File: config.mk
export PLATFORM = sky130hd
export DESIGN_NAME = uart_rx
export DESIGN_NICKNAME = d
export VERILOG_FILES = /design/src/rtl/uart_rx.sv
export SDC_FILE = /design/constraint.sdc
export NUM_CORES = 1
export LEC_CHECK = 0
export CAP_MARGIN = 20
export CORE_UTILIZATION = 25
export DETAILED_ROUTE_END_ITERATION = 12
export PLACE_DENSITY = 0.5
export SYNTH_ARGS = -nofsm -noshare
export SYNTH_HDL_FRONTEND = slang
export SYNTH_SLANG_ARGS = --single-unit
File: constraint.sdc
create_clock -name clk -period 3.45 [get_ports clk]
set_input_delay 0.345 -clock clk [delete_from_list [all_inputs] [get_ports clk]]
set_output_delay 0.345 -clock clk [all_outputs]
set_load 0.01 [all_outputs]
File: src/rtl/uart_rx.sv
// 8N1 UART receiver, LSB first: 2-FF synchroniser, start-bit centring,
// mid-bit sampling, one-cycle valid / frame-error strobes.
module uart_rx #(
   parameter int CLK_FREQ  = 50_000_000,
   parameter int BAUD_RATE = 115_200
) (
   input  logic       clk,
   input  logic       rst,
   input  logic       i_uart_rx,
   output logic [7:0] o_uart_data,
   output logic       o_uart_valid,
   output logic       o_uart_frame_err,
   output logic       o_uart_busy
);

   localparam int CLKS_PER_BIT = CLK_FREQ / BAUD_RATE;
   localparam int HALF_BIT     = CLKS_PER_BIT / 2;
   localparam int CW           = $clog2(CLKS_PER_BIT);
   localparam logic [CW-1:0] BIT_LAST  = CW'(CLKS_PER_BIT - 1);
   localparam logic [CW-1:0] HALF_LAST = CW'(HALF_BIT - 1);

   typedef enum logic [1:0] {IDLE, START, DATA, STOP} state_t;

   state_t        state;
   logic [CW-1:0] cnt;
   logic [2:0]    idx;
   logic [7:0]    shreg;
   logic          rx_meta;
   logic          rx_s;
   logic          rx_s_d;
   logic          fall;

   // Synchroniser flops reset high so a held-idle line never looks like a start edge.
   always_ff @(posedge clk) begin
      if (rst) begin
         rx_meta <= 1'b1;
         rx_s    <= 1'b1;
         rx_s_d  <= 1'b1;
      end else begin
         rx_meta <= i_uart_rx;
         rx_s    <= rx_meta;
         rx_s_d  <= rx_s;
      end
   end

   assign fall = rx_s_d & ~rx_s;

   always_ff @(posedge clk) begin
      if (rst) begin
         state            <= IDLE;
         cnt              <= '0;
         idx              <= '0;
         shreg            <= '0;
         o_uart_data      <= '0;
         o_uart_valid     <= 1'b0;
         o_uart_frame_err <= 1'b0;
         o_uart_busy      <= 1'b0;
      end else begin
         o_uart_valid     <= 1'b0;
         o_uart_frame_err <= 1'b0;
         case (state)
            IDLE: begin
               cnt <= '0;
               if (fall) begin
                  state       <= START;
                  o_uart_busy <= 1'b1;
               end
            end
            START: begin
               if (cnt == HALF_LAST) begin
                  cnt <= '0;
                  // A start bit that is high again at its centre was only a glitch.
                  if (!rx_s) begin
                     state <= DATA;
                     idx   <= '0;
                  end else begin
                     state       <= IDLE;
                     o_uart_busy <= 1'b0;
                  end
               end else begin
                  cnt <= cnt + 1'b1;
               end
            end
            DATA: begin
               if (cnt == BIT_LAST) begin
                  cnt        <= '0;
                  shreg[idx] <= rx_s;
                  if (idx == 3'd7) begin
                     state <= STOP;
                  end else begin
                     idx <= idx + 1'b1;
                  end
               end else begin
                  cnt <= cnt + 1'b1;
               end
            end
            STOP: begin
               // Leaving at mid-stop-bit leaves room for a start edge with no idle gap.
               if (cnt == BIT_LAST) begin
                  cnt         <= '0;
                  state       <= IDLE;
                  o_uart_busy <= 1'b0;
                  if (rx_s) begin
                     o_uart_data  <= shreg;
                     o_uart_valid <= 1'b1;
                  end else begin
                     o_uart_frame_err <= 1'b1;
                  end
               end else begin
                  cnt <= cnt + 1'b1;
               end
            end
            default: begin
               state       <= IDLE;
               cnt         <= '0;
               o_uart_busy <= 1'b0;
            end
         endcase
      end
   end

endmodule

Word-level counts from Yosys, hierarchy flattened
Cells that the tools add are included.

Output and inout bits: 11. Flip-flop bits (word level): 36.

Multiplexer cells: 25. Magnitude comparators: 2. Bitwise gates (word level): 4. Reduce and logical (&&, ||, !) cells: 11. Add/sub/neg operators: 2. Equality and inequality tests: 14.

Operator list (count): $pmux 9 s3 (1); $mux 9 (2); $ne 2x2->1 const B (8); $reduce_and 5->1 (3); $mux 2 (6); $mux 3 (4); $add 9x1->9 const B (1); $eq 9x8->1 const B (1); $eq 9x9->1 const B (1); $bwmux 8 (1); $pmux 2 s4 (1); $mux 1 (7); $pmux 3 s2 (1); $eq 2x2->1 const B (2); $lt 3x4->1 const B (1); $add 3x1->3 const B (1); $demux 1 s3 (1); $eq 3x3->1 const B (1); $ge 3x1->1 const B (1); $not 1->1 (3); $pmux 1 s3 (1); $reduce_and 3->1 (1); $reduce_bool 3->1 (1); $reduce_or 3->1 (1); other kinds (7) (7).

Logic depth before layout (Yosys ltp)
Word-level depth: 5. Mapped depth: 7. Gate-level depth less buffers: 6.

Least setup slack after synthesis
Ideal clock, no wire load.

Kind: reg2reg. Start: register cnt[0]. End: register o_uart_data[0]. Buffers on the path: 0. Arrival: 1.436 ns. Data required time: 3.322 ns. Stages on the path, launching flop included: 6. Setup time: 0.128 ns. Setup slack: 1.887 ns. Cell sequence: dfxtp_1 -> ha_1 -> nand4b_4 -> nor3_4 -> mux2i_1 -> nor2_1.

Longest elaborated chain between the ends: 2.

Ends and longest elaborated chain: start, declared (RTL line 25) `logic [CW-1:0] cnt;`; start signal, assigned (RTL line 81) `cnt <= cnt + 1'b1;`; start signal, assigned (RTL line 94) `cnt <= cnt + 1'b1;`; start signal, assigned (RTL line 110) `cnt <= cnt + 1'b1;`; $eq 9x9->1 (RTL line 99) `if (cnt == BIT_LAST) begin`; $reduce_and 3->1 (no source line); end signal, assigned (RTL line 104) `o_uart_data <= shreg;`; end, declared (RTL line 10) `output logic [7:0] o_uart_data,`.

No other way between the ends. A chain may end at the register's enable or synchronous reset.

Worst setup path in the final report
Start: register cnt[6]. End: register o_uart_data[5].

The elaborated chain is that of the path after synthesis.

==> flow_results.xml <==
<?xml version="1.0" encoding="UTF-8"?>
<metrics>
  <group name="floorplanning">
    <metric name="die-area" unit="um2">6786</metric>
    <metric name="io_pins" unit="">14</metric>
    <metric name="floorplan.die.width" unit="um">82.38</metric>
    <metric name="vert_die_dim" unit="um">82.38</metric>
    <metric name="initial_utilization" unit="">0.2665</metric>
    <metric name="placement_rows" unit="">28</metric>
    <metric name="core" unit="um2">6061</metric>
  </group>
  <group name="synth">
    <metric name="net_count_after_synthesis" unit="">177</metric>
    <metric name="synth_xor_area_frac" unit="">0.03796</metric>
    <metric name="distinct_cell_type_count_of_the_synthesized_netlist" unit="">40</metric>
    <metric name="ys_seq_elements" unit="">36</metric>
    <metric name="yosys_warnings" unit="">0</metric>
    <metric name="synth_top_family_by_area" unit="">simple AND/OR/NAND/NOR gates</metric>
    <metric name="yosysTopAreaCell" unit="">dfxtp_1</metric>
    <metric name="async_reset_ff_frac" unit="">0</metric>
    <metric name="synth_commonest_cells" unit="">36 x dfxtp_1, 30 x nor2_1, 16 x mux2i_1</metric>
    <metric name="yosys.area_share.adder" unit="">0.03873</metric>
    <metric name="synth_area_leaders" unit="">dfxtp_1 45%, mux2i_1 9.9%, nor2_1 7.0%, ha_1 3.9%, nor4b_1 2.7%</metric>
    <metric name="most_instantiated_flip_flop_cell_in_the_synthesis_netlist" unit="">dfxtp_1</metric>
    <metric name="post_synth.cell_area_avg" unit="um2">9.558</metric>
    <metric name="post-synth-top-count-cell" unit="">dfxtp_1</metric>
    <metric name="yosys.area.top_type_share" unit="">0.4462</metric>
    <metric name="simple_gate_fraction_of_synth_area" unit="">0.2812</metric>
    <metric name="synth_enable_flop_cells" unit="">0</metric>
    <metric name="synth_sequential_area_ratio" unit="">0.4462</metric>
    <metric name="synth.area.mux_share" unit="">0.1061</metric>
    <metric name="synth.cell_area" unit="um2">1615</metric>
    <metric name="post_synth_inst_count" unit="">169</metric>
    <metric name="compound_cell_area_share_of_the_yosys_netlist" unit="">0.05112</metric>
  </group>
  <group name="final_layout">
    <metric name="n_fill_cell" unit="">629</metric>
    <metric name="multi_input_area" unit="um2">832.0</metric>
    <metric name="seqCellArea" unit="um2">720.7</metric>
    <metric name="finalNetCount" unit="">188</metric>
    <metric name="diodes" unit="">0</metric>
    <metric name="layout-drive-gt1-share" unit="">0.08840</metric>
    <metric name="layout-area-overhead-vs-synth" unit="%">16.81</metric>
    <metric name="layout.core_utilization" unit="">0.3113</metric>
  </group>
  <group name="clock_network">
    <metric name="ctsHoldBuffers" unit="">0</metric>
    <metric name="clkTransAtPathRegs" unit="ps">70</metric>
    <metric name="tritoncts" unit="">yes</metric>
    <metric name="clk-insertion-delay-late" unit="ps">280</metric>
    <metric name="postCtsSetupBuffers" unit="">0</metric>
    <metric name="numCtsBuffers" unit="">5</metric>
    <metric name="post_cts.resized_instances" unit="">0</metric>
    <metric name="cts.htree.levels" unit="">2</metric>
    <metric name="cts_max_path_buffers" unit="">2</metric>
    <metric name="cts_root_buf" unit="">clkbuf_8</metric>
    <metric name="clock_sink_count" unit="">36</metric>
  </group>
  <group name="worst_setup_path">
    <metric name="critPathCaptureType" unit="">flip-flop</metric>
    <metric name="worstPathBufferInverterCount" unit="">0</metric>
    <metric name="path_delay_family" unit="">simple AND/OR/NAND/NOR gates</metric>
    <metric name="worst-r2r-setup-slack" unit="ps">1540</metric>
    <metric name="required" unit="ps">3620</metric>
    <metric name="critical_path_class" unit="">reg -&gt; reg</metric>
    <metric name="worst-endpoint-arrival" unit="ps">2080</metric>
    <metric name="critical-path-slowest-cell" unit="">nor3_4</metric>
    <metric name="crit_path_max_fanout" unit="">10</metric>
    <metric name="startpoint_type" unit="">flip-flop</metric>
    <metric name="timing.critical_path.slowest_cell_delay" unit="ps">630</metric>
    <metric name="worstPathCellList" unit="">nand4bb_1, nor3_4, mux2i_1, nor2_1</metric>
  </group>
  <group name="global_routing">
    <metric name="grt.total_usage" unit="">0.1021</metric>
    <metric name="wire_length_of_the_first_global_routing_pass" unit="um">5278</metric>
    <metric name="grt_start_max_net_pins" unit="">27</metric>
    <metric name="antenna_violations_before_repair" unit="">0</metric>
    <metric name="gr-total-overflow" unit="">0</metric>
    <metric name="vias_in_the_first_global_route" unit="">1116</metric>
  </group>
  <group name="flow_run">
    <metric name="timing.max_cap.violations" unit="">0</metric>
  </group>
  <group name="placement">
    <metric name="dp_hpwl" unit="um">2032</metric>
    <metric name="gp_congestion" unit="">0.7705</metric>
    <metric name="place.port_buffers" unit="">13</metric>
  </group>
  <group name="routing">
    <metric name="drt_wl_total" unit="um">2945</metric>
    <metric name="wl_per_cell" unit="um">11.50</metric>
    <metric name="detailedRoute.firstIterationViolations" unit="">62</metric>
    <metric name="first_pass_iters" unit="">5</metric>
    <metric name="drtAntennaViolNets" unit="">0</metric>
    <metric name="detailroute.via_count" unit="">1169</metric>
    <metric name="vias_per_cell" unit="">4.566</metric>
    <metric name="post-route-drc-count" unit="">0</metric>
  </group>
  <group name="sta">
    <metric name="timing.final.setup_violations" unit="">0</metric>
    <metric name="timing.clock.skew" unit="ps">6.538</metric>
    <metric name="final-max-slew-violation-count" unit="">0</metric>
    <metric name="max-slew-margin-rel" unit="">0.6390</metric>
    <metric name="rsz0062_at_grt" unit="">no</metric>
    <metric name="post-route-period-util" unit="">0.5545</metric>
    <metric name="final_hold_violations" unit="">0</metric>
    <metric name="setup_total_negative_slack" unit="ps">0</metric>
    <metric name="worst_pin_slew" unit="ps">539.8</metric>
    <metric name="finalCriticalPeriod" unit="ps">1913</metric>
    <metric name="maxClockFrequency" unit="MHz">522.8</metric>
  </group>
  <group name="min_path">
    <metric name="worst_hold_path_type" unit="">reg -&gt; reg</metric>
  </group>
  <group name="pwr">
    <metric name="p_leak" unit="nW">0.6491</metric>
    <metric name="vdd.ir_drop.worst" unit="uV">161.9</metric>
    <metric name="power-per-cell-area" unit="nW/um2">387.0</metric>
  </group>
  <group name="run_status">
    <metric name="status" unit="">complete, no violations</metric>
  </group>
</metrics>
==> per-layer routing <==
metal  wire length, um  GRT usage
met1              1587     0.1419
met2              1216     0.1438
met3                89    0.01868
met4                52    0.06316
met5                 0          0
==> per-stage QoR <==
step / hold WS, ps / instances / area (um2) / power (W) / setup WS, ps
floorplan: 389.5 / 169 / 1615 / 0.0004442 / 1887
global placement: 391.8 / 248 / 1799 / 0.0004515 / 1570
detailed placement: 395.5 / 248 / 1799 / 0.0004514 / 1530
CTS: 413.6 / 256 / 1887 / 0.0007453 / 1510
global route: 427.8 / 256 / 1887 / 0.0007740 / 1378
finish: 411.2 / 256 / 1887 / 0.0007303 / 1537
==> cell families (layout without fill, tap and decap cells) <==
group,count (synthesis),after routing
xor gates and xnor gates,7,7
adders and majority gates,5,5
buffers and inverters,14,26
muxes,17,17
and+or+nand+nor,79,79
AOI/OAI and AO/OA,11,11
DFF,36,36
==> flip-flops by register name, indices dropped and copies added, names as in the netlist, named ones only <==
| register | flops |
|---|---|
| rx_s_d | 1 |
| o_uart_valid | 1 |
| idx | 3 |
| shreg | 8 |
| o_uart_data | 8 |
| state | 1 |
| cnt | 9 |
| o_uart_frame_err | 1 |
| o_uart_busy | 1 |
| rx_meta | 1 |
| rx_s | 1 |
==> power breakdown <==
group / total (W) / internal [W] / switching, W
sequential: 0.000423 / 0.000418 / 0.00000455
clock: 0.000289 / 0.000141 / 0.000148
combinational: 0.0000185 / 0.00000858 / 0.00000988
==> area by class of cell <==
type / count / share of cell area
Clock buffer: 5 / 0.03647
Sequential cell: 36 / 0.3820
Inverter: 4 / 0.007958
Tap cell: 75 / 0.04973
Multi-Input combinational cell: 119 / 0.4410
Timing Repair Buffer: 14 / 0.07294
Clock inverter: 3 / 0.009947
==> layout by cell type, fill, tap and decap left out, types with 2 or more instances in the layout <==
master	Yosys	routed
clkdlybuf4s50_1	0	13
clkinv_2	0	2
ha_1	5	5
nor2_1	30	30
nand3_1	7	7
and3_1	2	2
nor2b_1	2	2
nand2b_1	2	2
a22o_1	3	3
nand2_1	6	6
nor4b_1	5	5
or2_2	3	3
xnor2_1	4	4
mux2i_1	16	16
nor3b_1	2	2
clkbuf_8	0	5
inv_1	4	4
nand3b_1	2	2
nor4_1	4	4
dfxtp_1	36	36
nor3_1	5	5
xor2_1	3	3
==> worst paths after layout <==
kind,start,depth (start not counted),to
worst max-delay path,cnt[6]$_SDFF_PP0_,4,o_uart_data[5]$_SDFFE_PP0P_
worst min-delay path,rx_meta$_SDFF_PP1_,1,rx_s$_SDFF_PP1_
worst max register to register,cnt[6]$_SDFF_PP0_,4,o_uart_data[5]$_SDFFE_PP0P_
worst min register to register,rx_meta$_SDFF_PP1_,1,rx_s$_SDFF_PP1_
No activity file was read; power rests on OpenSTA's default activity.
